<file path="src/rtl/muldiv_unit_if.sv">
// Purpose: operand/result handshake bundle between the execute stage and muldiv_unit.
// Latency: none (wires only).
// Backpressure: in_valid/in_ready on the request side, out_valid/out_ready on the result side.
// Ports: in_valid, in_ready, op (RV32M funct3), a, b, out_valid, out_ready, result.
interface muldiv_unit_if #(
  parameter int DATA_WIDTH = 32
);
  logic                  in_valid;
  logic                  in_ready;
  logic [2:0]            op;
  logic [DATA_WIDTH-1:0] a;
  logic [DATA_WIDTH-1:0] b;
  logic                  out_valid;
  logic                  out_ready;
  logic [DATA_WIDTH-1:0] result;

  // Pipeline side drives requests and consumes results.
  modport master (
    output in_valid, op, a, b, out_ready,
    input  in_ready, out_valid, result
  );

  // Execution unit side.
  modport slave (
    input  in_valid, op, a, b, out_ready,
    output in_ready, out_valid, result
  );
endinterface

</file>
<file path="src/rtl/muldiv_unit.sv">
// Purpose: iterative RV32M multiply/divide unit (shift-add multiply, restoring divide).
// Latency: DATA_WIDTH+1 cycles accept-to-out_valid for all normal ops; 1 cycle for div-by-zero/overflow.
// Backpressure: in_ready only in IDLE; result held in DONE until out_ready; flush aborts at any time.
// Ports: clk, rst_n (async active-low), flush (sync abort), bus (muldiv_unit_if.slave).
module muldiv_unit #(
  parameter int DATA_WIDTH = 32
) (
  input  logic          clk,
  input  logic          rst_n,
  input  logic          flush,
  muldiv_unit_if.slave  bus
);
  localparam int W  = DATA_WIDTH;
  localparam int CW = $clog2(W + 1);

  localparam logic [2:0] OP_MUL    = 3'b000;
  localparam logic [2:0] OP_MULH   = 3'b001;
  localparam logic [2:0] OP_MULHSU = 3'b010;
  localparam logic [2:0] OP_MULHU  = 3'b011;
  localparam logic [2:0] OP_DIV    = 3'b100;
  localparam logic [2:0] OP_DIVU   = 3'b101;
  localparam logic [2:0] OP_REM    = 3'b110;

  typedef enum logic [1:0] {IDLE, BUSY, DONE} state_t;

  state_t           state_q, state_d;
  logic [2:0]       op_q, op_d;
  logic [2*W-1:0]   acc_q, acc_d;      // product (mul) or {remainder, quotient} (div)
  logic [W-1:0]     opnd_q, opnd_d;    // multiplicand magnitude or divisor magnitude
  logic [CW-1:0]    cnt_q, cnt_d;
  logic             qneg_q, qneg_d;    // negate product / quotient at the end
  logic             rneg_q, rneg_d;    // negate remainder at the end
  logic             spec_q, spec_d;    // special case: acc_q[W-1:0] already holds the answer
  logic [W-1:0]     result_q, result_d;

  logic             accept;
  logic             a_sgn, b_sgn;
  logic [W-1:0]     a_mag, b_mag;
  logic             b_zero, ovf;
  logic [W:0]       mul_sum;
  logic [W:0]       div_shift;
  logic             div_ge;
  logic [W-1:0]     div_diff;
  logic [2*W-1:0]   prod_fix;
  logic [W-1:0]     quo_fix, rem_fix;

  // ---------------- state register ----------------
  always_ff @(posedge clk or negedge rst_n) begin
    if (!rst_n) state_q <= IDLE;
    else        state_q <= state_d;
  end

  // ---------------- next-state logic ----------------
  always_comb begin
    state_d = state_q;
    unique case (state_q)
      IDLE: if (bus.in_valid)               state_d = BUSY;
      BUSY: if (spec_q || cnt_q == '0)      state_d = DONE;
      DONE: if (bus.out_ready)              state_d = IDLE;
      default:                              state_d = IDLE;
    endcase
    if (flush) state_d = IDLE;
  end

  // ---------------- outputs ----------------
  always_comb begin
    bus.in_ready  = (state_q == IDLE);
    bus.out_valid = (state_q == DONE);
    bus.result    = result_q;
  end

  // ---------------- datapath ----------------
  assign accept = (state_q == IDLE) && bus.in_valid && !flush;

  always_comb begin
    a_sgn  = (bus.op == OP_MULH || bus.op == OP_MULHSU || bus.op == OP_DIV || bus.op == OP_REM)
             && bus.a[W-1];
    b_sgn  = (bus.op == OP_MULH || bus.op == OP_DIV || bus.op == OP_REM) && bus.b[W-1];
    a_mag  = a_sgn ? (~bus.a + 1'b1) : bus.a;
    b_mag  = b_sgn ? (~bus.b + 1'b1) : bus.b;
    b_zero = (bus.b == '0);
    ovf    = (bus.op == OP_DIV || bus.op == OP_REM)
             && (bus.a == {1'b1, {(W-1){1'b0}}}) && (bus.b == '1);

    // One shift-add step: conditionally add multiplicand into the high half, shift right.
    mul_sum   = {1'b0, acc_q[2*W-1:W]} + (acc_q[0] ? {1'b0, opnd_q} : {(W+1){1'b0}});
    // One restoring step: shift next dividend bit into the partial remainder, trial-subtract.
    div_shift = acc_q[2*W-1:W-1];
    div_ge    = (div_shift >= {1'b0, opnd_q});
    div_diff  = div_shift[W-1:0] - opnd_q;   // exact when div_ge, since remainder < divisor

    prod_fix  = qneg_q ? (~acc_q + 1'b1) : acc_q;
    quo_fix   = qneg_q ? (~acc_q[W-1:0] + 1'b1) : acc_q[W-1:0];
    rem_fix   = rneg_q ? (~acc_q[2*W-1:W] + 1'b1) : acc_q[2*W-1:W];
  end

  always_comb begin
    op_d     = op_q;
    acc_d    = acc_q;
    opnd_d   = opnd_q;
    cnt_d    = cnt_q;
    qneg_d   = qneg_q;
    rneg_d   = rneg_q;
    spec_d   = spec_q;
    result_d = result_q;

    if (accept) begin
      op_d   = bus.op;
      cnt_d  = CW'(W);
      qneg_d = a_sgn ^ b_sgn;
      rneg_d = a_sgn;
      spec_d = 1'b0;
      if (bus.op[2]) begin
        acc_d  = {{W{1'b0}}, a_mag};
        opnd_d = b_mag;
        if (b_zero) begin
          spec_d = 1'b1;
          acc_d  = {{W{1'b0}}, (bus.op[1] ? bus.a : {W{1'b1}})};
        end else if (ovf) begin
          spec_d = 1'b1;
          acc_d  = {{W{1'b0}}, (bus.op[1] ? {W{1'b0}} : {1'b1, {(W-1){1'b0}}})};
        end
      end else begin
        acc_d  = {{W{1'b0}}, b_mag};
        opnd_d = a_mag;
      end
    end else if (state_q == BUSY && !flush) begin
      if (spec_q) begin
        result_d = acc_q[W-1:0];
      end else if (cnt_q != '0) begin
        cnt_d = cnt_q - 1'b1;
        if (op_q[2]) acc_d = div_ge ? {div_diff, acc_q[W-2:0], 1'b1}
                                    : {div_shift[W-1:0], acc_q[W-2:0], 1'b0};
        else         acc_d = {mul_sum, acc_q[W-1:1]};
      end else begin
        unique case (op_q)
          OP_MUL:                        result_d = prod_fix[W-1:0];
          OP_MULH, OP_MULHSU, OP_MULHU:  result_d = prod_fix[2*W-1:W];
          OP_DIV, OP_DIVU:               result_d = quo_fix;
          default:                       result_d = rem_fix;
        endcase
      end
    end
  end

  always_ff @(posedge clk or negedge rst_n) begin
    if (!rst_n) begin
      op_q     <= '0;
      acc_q    <= '0;
      opnd_q   <= '0;
      cnt_q    <= '0;
      qneg_q   <= 1'b0;
      rneg_q   <= 1'b0;
      spec_q   <= 1'b0;
      result_q <= '0;
    end else begin
      op_q     <= op_d;
      acc_q    <= acc_d;
      opnd_q   <= opnd_d;
      cnt_q    <= cnt_d;
      qneg_q   <= qneg_d;
      rneg_q   <= rneg_d;
      spec_q   <= spec_d;
      result_q <= result_d;
    end
  end
endmodule
</file>
<file path="src/flat_wrapper.sv">
// flat-port wrapper written by rule: the top's interface ports become plain ports
module muldiv_unit_flat 
#(
  parameter int DATA_WIDTH = 32
)
  (clk, rst_n, flush, bus_in_valid, bus_op, bus_a, bus_b, bus_out_ready, bus_in_ready, bus_out_valid, bus_result);
  muldiv_unit_if #(.DATA_WIDTH(DATA_WIDTH)) bus_i ();
  input  logic clk;
  input  logic rst_n;
  input  logic flush;
  input wire logic [$bits(bus_i.in_valid)-1:0] bus_in_valid;
  input wire logic [$bits(bus_i.op)-1:0] bus_op;
  input wire logic [$bits(bus_i.a)-1:0] bus_a;
  input wire logic [$bits(bus_i.b)-1:0] bus_b;
  input wire logic [$bits(bus_i.out_ready)-1:0] bus_out_ready;
  output wire logic [$bits(bus_i.in_ready)-1:0] bus_in_ready;
  output wire logic [$bits(bus_i.out_valid)-1:0] bus_out_valid;
  output wire logic [$bits(bus_i.result)-1:0] bus_result;
  assign bus_i.in_valid = bus_in_valid;
  assign bus_i.op = bus_op;
  assign bus_i.a = bus_a;
  assign bus_i.b = bus_b;
  assign bus_i.out_ready = bus_out_ready;
  assign bus_in_ready = bus_i.in_ready;
  assign bus_out_valid = bus_i.out_valid;
  assign bus_result = bus_i.result;
  muldiv_unit #(.DATA_WIDTH(DATA_WIDTH)) u_core (.clk(clk), .rst_n(rst_n), .flush(flush), .bus(bus_i));
endmodule
</file>
<file path="config.mk">
export PLATFORM = sky130hd
export DESIGN_NAME = muldiv_unit_flat
export DESIGN_NICKNAME = d
export VERILOG_FILES = /design/src/rtl/muldiv_unit_if.sv /design/src/rtl/muldiv_unit.sv /design/src/flat_wrapper.sv
export SDC_FILE = /design/constraint.sdc
export NUM_CORES = 1
export LEC_CHECK = 0
export BUFFER_PORTS_ARGS = -buffer_cell sky130_fd_sc_hd__buf_4
export CAP_MARGIN = 15
export CORE_MARGIN = 2
export CORE_UTILIZATION = 63
export DETAILED_ROUTE_END_ITERATION = 6
export PLACE_DENSITY_LB_ADDON = 0.05
export SLEW_MARGIN = 20
export SYNTH_ARGS = -nofsm -noshare
export SYNTH_HDL_FRONTEND = slang
export SYNTH_SLANG_ARGS = --single-unit
</file>
<file path="constraint.sdc">
create_clock -name clk -period 5 [get_ports clk]
set_input_delay 0 -clock clk [delete_from_list [all_inputs] [get_ports clk]]
set_output_delay 0 -clock clk [all_outputs]
set_load 0.02 [all_outputs]
</file>
**Word level (Yosys, flattened, before mapping)**

Cells that the tools add are included.

- Add/sub/neg operators: 8
- Magnitude comparators: 1
- Eq/ne operators: 18
- Muxes and demuxes: 33
- Bitwise operators: 7
- Reductions and logical operators: 27

Operators by type and width:

| operator | count |
|---|---|
| 64-bit two-way mux | 9 |
| 32-bit two-way mux | 11 |
| 32-bit by 1-bit adder with 32-bit output (second input constant) | 4 |
| 32-bit inverter | 4 |
| 32-bit case mux with 3 select lines | 1 |
| 64-bit by 1-bit adder with 64-bit output (second input constant) | 1 |
| 32-bit == test (second input constant) | 2 |
| 64-bit inverter | 1 |
| 32-bit by 33-bit adder with 33-bit output | 1 |
| 33-bit by 32-bit greater-or-equal comparator with 1-bit output | 1 |
| 32-bit logical NOT | 1 |
| 32-bit subtractor | 1 |
| 6-bit two-way mux | 4 |
| 3-bit == test (second input constant) | 4 |
| 3-bit by 2-bit == test with 1-bit output (second input constant) | 3 |
| 3-bit AND reduction | 3 |
| 2-bit two-way mux | 4 |
| 1-bit logical AND | 7 |
| 1-bit logical OR | 7 |
| 3-bit by 1-bit == test with 1-bit output (second input constant) | 2 |
| 6-bit logical NOT | 1 |
| 3-bit != test (second input constant) | 2 |
| 2-bit case mux with 3 select lines | 1 |
| 6-bit nonzero test | 1 |
| other kinds (15) | 18 |

- Register bits: 142
- Bits of input ports: 72
- Output and inout bits: 34
- Logic and storage cells: 103

**Longest topological paths before layout**

- Depth after elaboration: 10
- Depth in mapped cells: 14
- Gate-level depth less buffers: 13

**Worst setup path after synthesis**

No wires, ideal clock.

- Kind: register -> register
- Start point: reg u_core.acc_q[0]
- End point: reg u_core.acc_q[62]
- Setup time: 0.110 ns
- Arrival time: 3.071 ns
- Setup slack: 1.819 ns
- Stages on the path, launching flop included: 15
- Buffers on the path: 2
- Path through: dfrtp_1 > inv_1 > clkbuf_1 > nor2_1 > ha_1 > clkbuf_1 > a21oi_1 > o21ai_0 > a21oi_1 > a21oi_1 > a211o_1 > a211oi_1 > o21ai_0 > mux2_2 > o41ai_1

- Cells in the longest elaborated chain, start to end: 7

Ends and longest elaborated chain:

| what | RTL line | RTL |
|---|---|---|
| start, declared | muldiv_unit.sv:28 | `logic [2*W-1:0] acc_q, acc_d;` |
| start signal, assigned | muldiv_unit.sv:149 | `acc_q <= '0;` |
| start signal, assigned | muldiv_unit.sv:158 | `acc_q <= acc_d;` |
| 32-bit two-way mux | muldiv_unit.sv:86 | `mul_sum = {1'b0, acc_q[2*W-1:W]} + (acc_q[0] ? {1'b0, opnd_q} : {(W+1){1'b0}});` |
| 32-bit by 33-bit adder with 33-bit output | muldiv_unit.sv:86 |  |
| 64-bit two-way mux | muldiv_unit.sv:132 | `if (op_q[2]) acc_d = div_ge ? {div_diff, acc_q[W-2:0], 1'b1}` |
| 64-bit two-way mux | muldiv_unit.sv:130 | `end else if (cnt_q != '0) begin` |
| 64-bit two-way mux | muldiv_unit.sv:128 | `if (spec_q) begin` |
| 64-bit two-way mux | muldiv_unit.sv:127 | `end else if (state_q == BUSY && !flush) begin` |
| 64-bit two-way mux | muldiv_unit.sv:107 | `if (accept) begin` |

Every way passes these cells. The select of a mux whose other input is x is not followed.
A chain may end at the register's enable or synchronous reset.

**Worst setup path in the final report**

- Start point: reg u_core.acc_q[34]
- End point: reg u_core.acc_q[61]

- Cells in the longest elaborated chain, start to end: 7
- Elaborated cells on any way between the ends: 9

Ends and longest elaborated chain:

| what | RTL line |
|---|---|
| 32-bit subtractor / 33-bit by 32-bit greater-or-equal comparator with 1-bit output (equally long branches) | muldiv_unit.sv:90, muldiv_unit.sv:89 |
| 64-bit two-way mux | muldiv_unit.sv:132 |
| 64-bit two-way mux (*) | muldiv_unit.sv:132 |
| 64-bit two-way mux (*) | muldiv_unit.sv:130 |
| 64-bit two-way mux (*) | muldiv_unit.sv:128 |
| 64-bit two-way mux (*) | muldiv_unit.sv:127 |
| 64-bit two-way mux (*) | muldiv_unit.sv:107 |

Mark *: on every way between the ends. The rest lies on a longest branch, timed or not. The select of a mux whose other input is x is not followed.

==> summary.md <==
| Metric | Value |
|---|---|
| Sw Share | `0.528` |
| Pleak | `7.17 nW` |
| CP startpoint | `u_core.acc_q[34]` |
| Total Die Area | `0.0256 mm2` |
| I/O Pins | `106` |
| Syn nets | `roughly 2200` |
| # diodes | `0` |
| Largest net degree at the start of global routing | `93` |
| Pre-CTS setup slack | `1.11 ns` |
| Overflow after GRT | `0` |
| Internal power | `0.00509 W` |
| Post-synthesis sequential area ratio | `0.232` |
| Status | `finished with violations` |
| CTS tree | `yes` |
| WS Path Type | `flop to flop` |
| Power density cells | `~640 mW/mm2` |
| Final WL | `55500 um` |
| Filler cells | `2108` |
| Clk_skew | `between 0.015 and 0.02 ns` |
| Post-synthesis mux area share | `0.0424` |
| Die H | `160 um` |
| Comb pwr share | `0.645` |
| Setup repair after global routing missed its margin | `no` |
| CTS root buf | `clkbuf_16` |
| Count leader, synth | `o21ai_0` |
| DRT Pass-1 Iters | `7` |
| Cell Area, Synth | `0.0153 mm2` |
| Ys flop type | `dfrtp_1` |
| Clock transition at the registers of the reported paths | `around 0.070 ns` |
| Setup TNS | `0 ns` |
| Cell count after synthesis | `2086` |
| Flop pwr share | `0.233` |
| Crit Path Max Fanout | `11` |
| Slew Limit Fails | `0` |
| Yosys warning count | `0` |
| DRC | `1` |
| Hold Path Class | `input port to flop` |
| Fin nets | `2239` |
| Starting Density | `0.636` |
| Clock network power share | `0.122` |
| Final hold violation count | `0` |
| Count of maximum capacitance violations | `0` |
| Fmax | `244 MHz` |
| Core Box Area | `about 0.024 mm2` |
| Failing checks | `design-rule violations` |
| Share of cells above drive strength 1 | `0.100` |
| Synth-to-Final Area Change | `10.3%` |
| Initial antenna violation count | `2` |
| Complex-gate fraction of the synthesized area | `0.297` |
| Worst R2R Start | `u_core.acc_q[34]` |
| Post-Synth Adder-Cell Area | `0.0605` |
| Vias per cell | `6.92` |
| Vias in the first global route | `around 15000` |
| #FFs+latches synth | `142` |
| Total Routing Usage GR | `0.424` |
| Synth Area in XOR/XNOR | `0.106` |
| CTS Buffer Depth | `2` |
| Startpoint types | `flop` |
| Gpl congestion | `1.01` |
| Clock sinks | `~140` |
| Post-synth ARST share | `1.00` |
| Yosys top cell area share | `0.232` |
| Distinct cells, synth | `77` |
| Max rail drop VDD | `292 uV` |
| Critical path required time | `5.32 ns` |
| Syn_area_per_cell | `~7.4 um2` |
| DR iter-0 viols | `2687` |
| Antenna viol nets, final | `0` |
| Clock Latency Late Sink | `0.44 ns` |
| Post-synth top area cell | `dfrtp_1` |
| Top post-synthesis cells by area | `dfrtp_1 23%, o21ai_0 7.3%, a21oi_1 6.1%` |
| Via count | `16815` |
| Die Wd | `160 um` |
| Post-synth EDFFs | `0` |
| Slew @ Worst Pin | `1.20 ns` |
| # setup viols final | `0` |
| Worst endpoint data arrival time | `~4.4 ns` |
| Commonest cells post-synth | `223 x o21ai_0, 197 x nand2_1, 194 x nor2_1` |
| First-pass GRT wire length | `85600 um` |
| PnR worst setup slack | `0.904 ns` |
| Final period util | `0.819` |
| Max-slew headroom | `0.192` |
| Final min period | `between 4 and 5 ns` |
| PortBufs | `between 100 and 150` |
| Hold Slack | `~0.0049 ns` |
| Worst min-delay path startpoint | `bus_a[29]` |
| Hpwl dp | `41200 um` |
| # rows | `57` |
| CP endpoint kind | `flop` |
| Wirelength per Cell | `22.8 um` |
| P_sw | `0.00569 W` |
| Largest family of logic cells by synthesized area | `compound AO/OA/AOI/OAI gates` |
| Number of CTS-inserted buffers | `17` |
| H-Tree Depth | `4` |
| Simple-gate area share of the yosys netlist | `0.201` |
## metal layers
metal / up-vias / global-route usage / share of wire
li1: 7608 / - / -
met2: 1158 / 0.634 / 0.43
met1: 7816 / 0.579 / 0.39
met3: 231 / 0.0958 / 0.12
met5: - / 0 / 0.00023
met4: 2 / 0.211 / 0.058
## timing repair
| item | 4_1_cts | 5_1_grt |
|---|---|---|
| buffers inserted | 0 | 0 |
| gates resized for setup | 0 | 0 |
| hold endpoints to repair | 87 | 0 |
| hold buffers | 14 | 0 |
## logic make-up after synthesis
logic type	Yosys count
XOR/XNOR	185
flip-flops	142
adder cells (fa/ha/maj)	73
AO/OA/AOI/OAI	726
buffers and inverters	246
multiplexers	64
AND/OR/NAND/NOR	650
## cells in the final DEF (no fill, tap or decap), drive strengths merged, types with 23 or more instances in the layout
master and n:
o21ai 233, nand2 197, or3 33, ha 71, dfrtp 142, o221ai 27, inv 88, nand3 40
o211ai 37, or4 23, xnor2 93, o31ai 32, buf 136, a21o 27, mux2i 56, a21oi 188
xor2 92, nor2 194, nor3 44
## sequential cells by signal, indices dropped and copies added (netlist names)
signal,flops
u_core.opnd_q,32
u_core.rneg_q,1
u_core.qneg_q,1
u_core.bus.result,32
u_core.acc_q,64
u_core.spec_q,1
u_core.state_q,2
u_core.op_q,3
u_core.cnt_q,6
## through the flow
step	instance area, um2	std cells	utilization	power (W)
2_1_floorplan	15300	2086	-	0.00719
3_3_place_gp	16200	2385	0.671	0.00903
3_5_place_dp	16200	2385	0.671	0.00916
4_1_cts	16900	2431	0.701	0.0105
5_1_grt	16900	2431	0.701	0.0114
6_report	16900	2431	0.701	0.0108
## cell type report
type | instances | area [um2] | share of cell area
multi-input combinational | 1698 | 10900 | 0.642
tap | 324 | 405 | 0.0240
inverter | 85 | 319 | 0.0189
clock buffer | 18 | 439 | 0.0260
sequential | 142 | 3560 | 0.210
clock inverter | 14 | 150 | 0.00888
timing repair buffer | 150 | 1180 | 0.0696
## power groups by stage
| stage | registers [W] | clock network, W | logic, W |
|---|---|---|---|
| 6_report | 0.00251 | 0.00132 | 0.00696 |
| 5_1_grt | 0.00254 | 0.00136 | 0.00754 |
| 4_1_cts | 0.00244 | 0.00131 | 0.00676 |
| 3_5_place_dp | 0.00246 | 0 | 0.00670 |
| 3_3_place_gp | 0.00244 | 0 | 0.00659 |
| 2_1_floorplan | 0.00212 | 0 | 0.00506 |
## final timing paths
kind | slack, ns | cells past startpoint | end
max | 0.90 | 9 | u_core.acc_q[61]
min in group asynchronous | 0.17 | 2 | u_core.acc_q[45]
min reg2reg | 0.48 | 2 | u_core.bus.result[1]
min | 0.005 | 4 | u_core.opnd_q[29]
max reg2reg | 0.90 | 9 | u_core.acc_q[61]
max in group asynchronous | 3.69 | 3 | u_core.op_q[2]
## critical path, cell delays in order, from the launching register on
cell	delay (ns)
dfrtp_1	0.54
ha_1	0.41
nand2_1	0.13
a211o_1	0.35
a21oi_1	0.22
o21ai_0	0.22
a311oi_1	0.79
o21ai_0	0.62
o311a_1	0.54
a22o_1	0.18
(Power assumes the default switching activity.)
